===== src/rtl/flt2int_pkg.sv =====
// Shared types and constants for the half-precision float to sign-magnitude integer converter.
package flt2int_pkg;

  localparam int unsigned EXP_W = 5;
  localparam int unsigned MAN_W = 10;
  localparam int unsigned MAG_W = 15;
  localparam int unsigned SIG_W = MAN_W + 1;
  localparam int unsigned CNT_W = 5;

  localparam logic [EXP_W-1:0] BIAS        = 5'd15;
  localparam logic [EXP_W-1:0] SHIFT_PIVOT = BIAS + EXP_W'(MAN_W);
  localparam logic [EXP_W-1:0] SAT_EXP     = 5'd30;
  localparam logic [EXP_W-1:0] MIN_EXP     = 5'd14;
  localparam logic [MAG_W-1:0] MAG_MAX     = 15'h7FFF;

  typedef enum logic [3:0] {
    ST_IDLE,
    ST_RD_HI,
    ST_RD_LO,
    ST_CAPT,
    ST_CLASS,
    ST_SHIFT,
    ST_ROUND,
    ST_WR_HI,
    ST_WR_LO,
    ST_DONE
  } state_t;

  typedef enum logic [1:0] {
    PATH_ZERO,
    PATH_SAT,
    PATH_RIGHT,
    PATH_LEFT
  } path_t;

endpackage


===== src/rtl/flt2int_unpack.sv =====
// Combinational classifier: splits a half float into sign/significand and picks
// the conversion path plus the number of one-bit shift steps.
module flt2int_unpack
  import flt2int_pkg::*;
(
  input  logic [15:0]      i_flt,
  output logic             o_sign,
  output logic [SIG_W-1:0] o_sig,
  output path_t            o_path,
  output logic [CNT_W-1:0] o_n,
  output logic             o_sat,
  output logic             o_flush_inexact
);

  logic [EXP_W-1:0] w_exp;
  logic [MAN_W-1:0] w_man;

  assign w_exp  = i_flt[14:10];
  assign w_man  = i_flt[9:0];
  assign o_sign = i_flt[15];
  assign o_sig  = {1'b1, w_man};

  always_comb begin
    o_path          = PATH_ZERO;
    o_n             = '0;
    o_sat           = 1'b0;
    o_flush_inexact = 1'b0;
    if (w_exp >= SAT_EXP) begin
      o_path = PATH_SAT;
      o_sat  = 1'b1;
    end else if (w_exp < MIN_EXP) begin
      // Covers zero, subnormals and |x| < 0.5; only an all-zero encoding is exact.
      o_path          = PATH_ZERO;
      o_flush_inexact = (w_exp != '0) || (w_man != '0);
    end else if (w_exp < SHIFT_PIVOT) begin
      o_path = PATH_RIGHT;
      o_n    = CNT_W'(SHIFT_PIVOT - w_exp);
    end else begin
      o_path = PATH_LEFT;
      o_n    = CNT_W'(w_exp - SHIFT_PIVOT);
    end
  end

endmodule


===== src/rtl/flt2int.sv =====
// Sequential half-float to 16-bit sign-magnitude converter acting as a memory bus master.
// Optional ovf/inexact flag ports are enabled by defining FLT2INT_FLAGS_EN.
module flt2int
  import flt2int_pkg::*;
#(
  parameter logic [7:0] SRC_ADDR = 8'd5,
  parameter logic [7:0] DST_ADDR = 8'd3
) (
  input  logic       clk,
  input  logic       reset,
  input  logic       start,
  output logic       busy,
  output logic       done,
  output logic [7:0] mem_addr,
  output logic       mem_rd,
  output logic       mem_wr,
  output logic [7:0] mem_wdata,
  input  logic [7:0] mem_rdata
`ifdef FLT2INT_FLAGS_EN
  ,
  output logic       ovf,
  output logic       inexact
`endif
);

  state_t           r_state;
  logic [15:0]      r_flt;
  logic [MAG_W-1:0] r_val;
  logic             r_guard;
  logic             r_sticky;
  logic [CNT_W-1:0] r_n;
  path_t            r_path;
  logic             r_sign;
  logic             r_busy;
  logic             r_done;
  logic [7:0]       r_addr;
  logic             r_rd;
  logic             r_wr;
  logic [7:0]       r_wdata;
  logic             r_ovf;
  logic             r_inexact;

  logic             w_sign;
  logic [SIG_W-1:0] w_sig;
  path_t            w_path;
  logic [CNT_W-1:0] w_n;
  logic             w_sat;
  logic             w_flush_inexact;
  logic             w_round_up;
  logic [MAG_W-1:0] w_mag;

  flt2int_unpack u_unpack (
    .i_flt           (r_flt),
    .o_sign          (w_sign),
    .o_sig           (w_sig),
    .o_path          (w_path),
    .o_n             (w_n),
    .o_sat           (w_sat),
    .o_flush_inexact (w_flush_inexact)
  );

  // Round-to-nearest-even only matters after right shifts; other paths are exact or fixed.
  assign w_round_up = (r_path == PATH_RIGHT) && r_guard && (r_sticky || r_val[0]);
  assign w_mag      = r_val + MAG_W'(w_round_up);

  always_ff @(posedge clk) begin
    if (reset) begin
      r_state   <= ST_IDLE;
      r_flt     <= '0;
      r_val     <= '0;
      r_guard   <= 1'b0;
      r_sticky  <= 1'b0;
      r_n       <= '0;
      r_path    <= PATH_ZERO;
      r_sign    <= 1'b0;
      r_busy    <= 1'b0;
      r_done    <= 1'b0;
      r_addr    <= '0;
      r_rd      <= 1'b0;
      r_wr      <= 1'b0;
      r_wdata   <= '0;
      r_ovf     <= 1'b0;
      r_inexact <= 1'b0;
    end else begin
      r_rd <= 1'b0;
      r_wr <= 1'b0;
      case (r_state)
        ST_IDLE, ST_DONE: begin
          if (start) begin
            r_state   <= ST_RD_HI;
            r_busy    <= 1'b1;
            r_done    <= 1'b0;
            r_rd      <= 1'b1;
            r_addr    <= SRC_ADDR;
            r_ovf     <= 1'b0;
            r_inexact <= 1'b0;
          end
        end
        ST_RD_HI: begin
          r_state <= ST_RD_LO;
          r_rd    <= 1'b1;
          r_addr  <= SRC_ADDR + 8'd1;
        end
        ST_RD_LO: begin
          r_flt[15:8] <= mem_rdata;
          r_state     <= ST_CAPT;
        end
        ST_CAPT: begin
          r_flt[7:0] <= mem_rdata;
          r_state    <= ST_CLASS;
        end
        ST_CLASS: begin
          r_sign    <= w_sign;
          r_path    <= w_path;
          r_n       <= w_n;
          r_guard   <= 1'b0;
          r_sticky  <= 1'b0;
          r_ovf     <= w_sat;
          r_inexact <= w_sat || w_flush_inexact;
          case (w_path)
            PATH_SAT:  r_val <= MAG_MAX;
            PATH_ZERO: r_val <= '0;
            default:   r_val <= {{(MAG_W-SIG_W){1'b0}}, w_sig};
          endcase
          r_state <= (w_n == '0) ? ST_ROUND : ST_SHIFT;
        end
        ST_SHIFT: begin
          if (r_path == PATH_RIGHT) begin
            r_val    <= r_val >> 1;
            r_guard  <= r_val[0];
            r_sticky <= r_sticky || r_guard;
          end else begin
            r_val <= r_val << 1;
          end
          r_n <= r_n - 1'b1;
          if (r_n == CNT_W'(1)) r_state <= ST_ROUND;
        end
        ST_ROUND: begin
          r_val   <= w_mag;
          r_wr    <= 1'b1;
          r_addr  <= DST_ADDR;
          r_wdata <= {r_sign, w_mag[14:8]};
          if (r_path == PATH_RIGHT && (r_guard || r_sticky)) r_inexact <= 1'b1;
          r_state <= ST_WR_HI;
        end
        ST_WR_HI: begin
          r_wr    <= 1'b1;
          r_addr  <= DST_ADDR + 8'd1;
          r_wdata <= r_val[7:0];
          r_state <= ST_WR_LO;
        end
        ST_WR_LO: begin
          r_busy  <= 1'b0;
          r_done  <= 1'b1;
          r_state <= ST_DONE;
        end
        default: r_state <= ST_IDLE;
      endcase
    end
  end

  assign busy      = r_busy;
  assign done      = r_done;
  assign mem_addr  = r_addr;
  assign mem_rd    = r_rd;
  assign mem_wr    = r_wr;
  assign mem_wdata = r_wdata;

`ifdef FLT2INT_FLAGS_EN
  assign ovf     = r_ovf;
  assign inexact = r_inexact;
`else
  logic w_flags_unused;
  assign w_flags_unused = r_ovf ^ r_inexact;
`endif

endmodule


===== config.mk =====
export PLATFORM = sky130hd
export DESIGN_NAME = flt2int
export DESIGN_NICKNAME = d
export VERILOG_FILES = /design/src/rtl/flt2int_pkg.sv /design/src/rtl/flt2int_unpack.sv /design/src/rtl/flt2int.sv
export SDC_FILE = /design/constraint.sdc
export NUM_CORES = 1
export LEC_CHECK = 0
export BUFFER_PORTS_ARGS = -buffer_cell sky130_fd_sc_hd__buf_2
export CORE_MARGIN = 8
export CORE_UTILIZATION = 30
export CTS_CLUSTER_DIAMETER = 150
export DETAILED_ROUTE_END_ITERATION = 12
export GPL_TIMING_DRIVEN = 0
export PLACE_DENSITY = 0.47
export SETUP_SLACK_MARGIN = 0.1
export SYNTH_ARGS = -nofsm -noshare
export SYNTH_HDL_FRONTEND = slang
export SYNTH_SLANG_ARGS = --single-unit

===== constraint.sdc =====
create_clock -name clk -period 4.64 [get_ports clk]
set_input_delay 0.232 -clock clk [delete_from_list [all_inputs] [get_ports clk]]
set_output_delay 0.232 -clock clk [all_outputs]
set_load 0.05 [all_outputs]

==> Yosys cells after proc, flatten, opt, wreduce, memory -nomap -nowiden <==
Index checks and enable logic that the tools add are counted.
{ "word_totals": {"wordCells": 83, "in_bits": 11, "regBits": 65} }
{ "classes": {"reduce_logical": 18, "magnitude_cmp": 3, "add_sub_neg": 4, "mux": 28, "n_eq_ne": 15} }
{ "ops": {"columns": ["cell", "count"], "rows": [
  ["$pmux 15 s3", 1],
  ["$pmux 4 s9", 1],
  ["$pmux 8 s4", 1],
  ["$pmux 15 s2", 1],
  ["$eq 4x3->1 const B", 4],
  ["$pmux 8 s2", 1],
  ["$add 15x1->15", 1],
  ["$mux 15", 1],
  ["$mux 5", 3],
  ["$pmux 1 s2", 5],
  ["$pmux 5 s2", 1],
  ["$eq 4x2->1 const B", 2],
  ["$eq 4x4->1 const B", 2],
  ["$mux 4", 2],
  ["$mux 8", 1],
  ["$reduce_and 2->1", 4],
  ["$mux 1", 7],
  ["$mux 2", 3],
  ["$ne 2x2->1 const B", 3],
  ["$reduce_bool 2->1", 3],
  ["$eq 5x1->1 const B", 1],
  ["$ge 5x5->1 const B", 1],
  ["$logic_not 5->1", 1],
  ["$lt 5x4->1 const B", 1],
  ["14 further kinds", 17]
]} }

==> Logic depth before layout (Yosys ltp) <==
{ "depth": {"ltp_word": 7, "depth_mapped": 10} }

==> Modules after synthesis <==
Synthesis repeated with hierarchy kept, for this count alone.
{ "hier_totals": {"cells_unflattened": 449, "area_unflattened_um2": 3485.8} }
{ "modules_own_cells": {"columns": ["mod", "area_per_inst_um2", "seq_area_each_um2", "cells_per_inst", "n_inst"], "rows": [
  ["flt2int", 3120.5, 1201.2, 397, 1],
  ["flt2int_unpack", 365.4, 0.0, 52, 1]
]} }

==> Worst setup path after synthesis <==
OpenSTA, ideal clock, no wires.
{ "synth_path": {"kind": "reg2reg", "start": "reg r_path[1]", "end": "reg r_wdata[6], in the netlist mem_wdata[6]", "slack_ns": 2.515, "path_stages_with_launch": 11, "required_ns": 4.507, "arrival_ns": 1.992, "period_less_slack_ns": 2.125, "cell_sequence": "dfxtp_1 nor2b_1 o211a_1 ha_1 ha_1 nand3_1 or2_0 clkbuf_1 o31a_1 o21ai_1 a31oi_1"} }
{ "synth_between": {"elab_chain_cells": 5} }
{ "synth_lines": {"columns": ["element", "line", "text"], "rows": [
  ["start: declaration", "flt2int.sv:32", "path_t r_path;"],
  ["start signal: assignment", "flt2int.sv:114", "r_path <= w_path;"],
  ["$eq 2x2->1", null, null],
  ["$logic_and 1x1->1 (2 in a row)", "flt2int.sv:63", "assign w_round_up = (r_path == PATH_RIGHT) && r_guard && (r_sticky || r_val[0]);"],
  ["$add 15x1->15", "flt2int.sv:64", "assign w_mag = r_val + MAG_W'(w_round_up);"],
  ["$pmux 8 s2", "flt2int.sv:87", "case (r_state)"],
  ["end signal: assignment", "flt2int.sv:142", "r_wdata <= {r_sign, w_mag[14:8]};"],
  ["end signal: assignment", "flt2int.sv:149", "r_wdata <= r_val[7:0];"],
  ["end: declaration", "flt2int.sv:39", "logic [7:0] r_wdata;"]
]} }
No other way between the ends.
A chain may end at the register's enable or synchronous reset.

==> Final worst setup path <==
{ "layout_path": {"start": "reg r_path[1]", "end": "reg r_val[14]"} }
{ "layout_between": {"elab_chain_cells": 5, "elab_cells_between_ends": 6} }
{ "layout_lines": {"columns": ["element", "line", "text"], "rows": [
  ["$eq 2x2->1 (*)", null, null],
  ["$logic_and 1x1->1 (2 in a row)", "flt2int.sv:63", null],
  ["$add 15x1->15", "flt2int.sv:64", null],
  ["$pmux 15 s3 (*)", "flt2int.sv:87", null],
  ["end signal: assignment", "flt2int.sv:123", "default: r_val <= {{(MAG_W-SIG_W){1'b0}}, w_sig};"],
  ["end signal: assignment", "flt2int.sv:129", "r_val <= r_val >> 1;"],
  ["end signal: assignment", "flt2int.sv:133", "r_val <= r_val << 1;"],
  ["end: declaration", "flt2int.sv:28", "logic [MAG_W-1:0] r_val;"]
]} }
Every way passes the cells marked *; elsewhere a longest branch is shown, timed or not.

==> summary.md <==
| Metric | Value |
|---|---|
| Post-synth EDFFs | 0 |
| Gate Count Post-Synth | 425 |
| Hold Buf Count CTS | 0 |
| Post-Syn Area | between 0.003 and 0.004 mm² |
| CTS Buffer Depth | 2 |
| Antenna cells | 0 |
| Critical-path cell list | nor2b_1 -> o211a_1 -> ha_1 -> ha_1 -> nand3_1 -> or2_0 -> clkbuf_1 -> o31a_1 -> o21ai_1 -> a211oi_1 |
| Cell taking the most area after synthesis | dfxtp_1 |
| Fmax | ~400 MHz |
| VDD IR-drop max | 208.9 µV |
| Fin Hold WS | approximately 130 ps |
| Routed WL | roughly 10 mm |
| Setup Fix Bufs, Post-CTS | 0 |
| Simple logic cell fraction of the synthesized area | 24.18% |
| Max H-tree Level | 3 |
| Least-Margin Pin Slew | between 1000 and 1500 ps |
| Switching Share | a little over a third |
| Clk_lat worst skew | ~350 ps |
| Mean area per synthesized cell | slightly below 8 µm² |
| Mux share of post-synthesis cell area | 1.243% |
| Static leakage power | between 1 and 1.5 nW |
| CTS tree | yes |
| Internal cell power | ~0.0011 W |
| Crit-path slowest cell | dfxtp_1 |
| Endpoint class of the critical path | flip-flop |
| Initial Util | a little under a third |
| Post-route core utilization | between 30% and 40% |
| Worst-path clk slew | 70 ps |
| Final setup fails | 0 |
| Layout cell share with drive strength beyond 1 | between 10% and 20% |
| Synth Area in Compound Gates | 24.97% |
| Die Y | ~120 µm |
| Relative slew slack | ~30% |
| CTS Buf Count | 9 |
| Non-filler instance count after layout | 609 |
| Cell variety after synth | 61 |
| Async SR Flop Fraction | 0% |
| Avg Vias per Cell | around 5.3 |
| Largest cells by area after synthesis | dfxtp_1 36%, nand2_1 7.5%, a21oi_1 7.1% |
| Flop pwr share | 36.9% |
| Initial antenna violation count | 0 |
| CP most frequent cell | ha_1 |
| Dpl hpwl | between 7 and 8 mm |
| Synth Area in XOR/XNOR | ~3.2% |
| Layout area overhead | 16.84% |
| Die ar. | roughly 0.015 mm² |
| Max-Cap Viols | 0 |
| Most instantiated library cell after synthesis | nand2_1 |
| Die Wd | around 120 µm |
| WL per Instance | around 17 µm |
| Clock sinks | 60 |
| Area share of the largest cell type after synthesis | ~36% |
| Critical Path Max Stage Delay | 320 ps |
| Seq/Total Area, Yosys | a little over a third |
| Status | finished, final reports clean |
| Placed cell count | around 600 |
| Routed Antenna Nets | 0 |
| CTS-repair resized insts | 0 |
| Final Hold Vio Count | 0 |
| Unrepaired setup endpoints after global routing | false |
| Top_reg_cell synth | dfxtp_1 |
| CTS Root Cell | clkbuf_8 |
| Clock skew | between 7 and 8 ps |
| DRC | 0 |
| Psw | around 0.00063 W |
| Power Dens Cells | roughly 450 mW/mm² |
| Largest net degree at the start of global routing | 12 |
| Clk pwr share | about a third |
| FP Rows | 38 |
| Gpl congestion | roughly 0.84 |
| Max-slew violation count | 0 |
| DR vias | between 3,000 and 4,000 |
| DRT Pass-1 Iters | 5 |
| IO buf count | 24 |
| Nets | 484 |
| Largest family of logic cells by synthesized area | compound AO/OA/AOI/OAI gates |
| Synthesis-stage register bit count | 60 |
| Logic pwr share | between 20 and 30% |
| Adder-cell share of the synthesized area | 3.390% |
| Vias in the first global route | about 3,200 |
| Startpoint types | flip-flop |
| Type of the worst setup path | flip-flop to flip-flop |
| DRT iter0 DRCs | between 200 and 250 |
| Hold crit path type | input port to flip-flop |
| Crit path required time | roughly 4800 ps |
| Leading cell types by count after synthesis | 66 x nand2_1, 60 x dfxtp_1, 47 x a21oi_1 |
| Total GRT Usage | around 15% |
| Tmin final | about 2500 ps |
| Warnings from Yosys | 0 |
| Critical Path AT | around 2700 ps |
| Fin crit share | 54.45% |
| GRT Residual Overflow | 0 |
| Crit path max fanout | 5 |
| First-pass GRT wire length | between 15 and 20 mm |
| Core Region | ~0.011 mm² |
| Ports | 31 |
| TNS Setup | 0 ps |
-- metrics by stage --
step | worst slack, ps | instance area (µm²) | total power, W
2_1_floorplan | 2515 | 3337 | 0.001017
5_1_grt | 1792 | 3881 | 0.001843
3_5_place_dp | 2162 | 3632 | 0.001158
3_3_place_gp | 2144 | 3632 | 0.001154
6_report | 2114 | 3881 | 0.001741
4_1_cts | 2136 | 3881 | 0.001754
-- final cells by class --
| class | count | area (µm²) |
|---|---|---|
| buffer | 33 | 176.4 |
| clock buffer | 10 | 137.6 |
| clock inverter | 6 | 111.4 |
| fill | 1189 | 6959 |
| inverter | 13 | 48.80 |
| multi-input combinational | 323 | 1911 |
| sequential | 60 | 1201 |
| tap | 140 | 175.2 |
| timing repair buffer | 24 | 120.1 |
-- per-layer routing --
layer  part of all wire (%)  global-route usage (%)  up-vias
met5                      0                       0        -
met1                     49                   19.27     1517
met4                    2.1                   6.631        0
met2                     43                   21.87       95
li1                       -                       -     1599
met3                    5.6                   3.583       16
-- power by group through the flow --
stage | combinational, W | sequential [W] | clock, W
after global routing | 0.000565 | 0.000651 | 0.000627
after detailed placement | 0.000505 | 0.000653 | 0
after floorplan | 0.000339 | 0.000678 | 0
after CTS | 0.000508 | 0.000641 | 0.000605
final | 0.000507 | 0.000643 | 0.000591
after global placement | 0.000503 | 0.000651 | 0
-- cells in the final DEF, fill, tap and decap left out, types with 4 or more instances in the layout --
cell      instances
a221oi_1         10
inv_1            13
dfxtp_1          60
nand4_1           8
clkbuf_8         10
nand3_1           5
a31oi_1           7
nand2_1          66
buf_2            36
a211oi_1         10
o21ai_0          11
ha_1              9
nor2_1           40
clkbuf_1         11
a22o_1            5
nor3_1           21
conb_1            5
nor4_1            4
buf_4             8
o21a_1            4
a311oi_1          4
a21oi_1          47
xor2_1            9
a22oi_1           5
-- registers in the layout, summed over array words and instances (netlist names) --
signal	flops
done	1
r_guard	1
r_n	5
mem_wdata	8
r_val	15
mem_rd	1
r_sticky	1
mem_wr	1
mem_addr	3
r_sign	1
r_path	2
r_flt	16
r_state	4
busy	1
-- worst max-delay path, delay by kind of cell, from the launching register on --
kind / cells / cell delay [ps]
AOI/OAI and AO/OA: 4 / 780
and+or+nand+nor: 3 / 670
adders and majority gates: 2 / 450
DFF: 1 / 320
buffers and inverters: 1 / 150
-- cells by family after synthesis --
logic type      count (synthesis)
compound gates                123
buf+inv                        46
simple gates                  170
flops                          60
xor+xnor                       12
fa+ha+maj                       9
mux                             4
other cells                     1
-- worst paths after layout --
path,end,from,slack [ps],cells past startpoint
min reg2reg,r_flt[1],r_flt[1],460,2
max,r_val[14],r_path[1],2110,10
max reg2reg,r_val[14],r_path[1],2110,10
min,r_flt[14],mem_rdata[6],130,3
No activity file was read; power rests on OpenSTA's default activity.
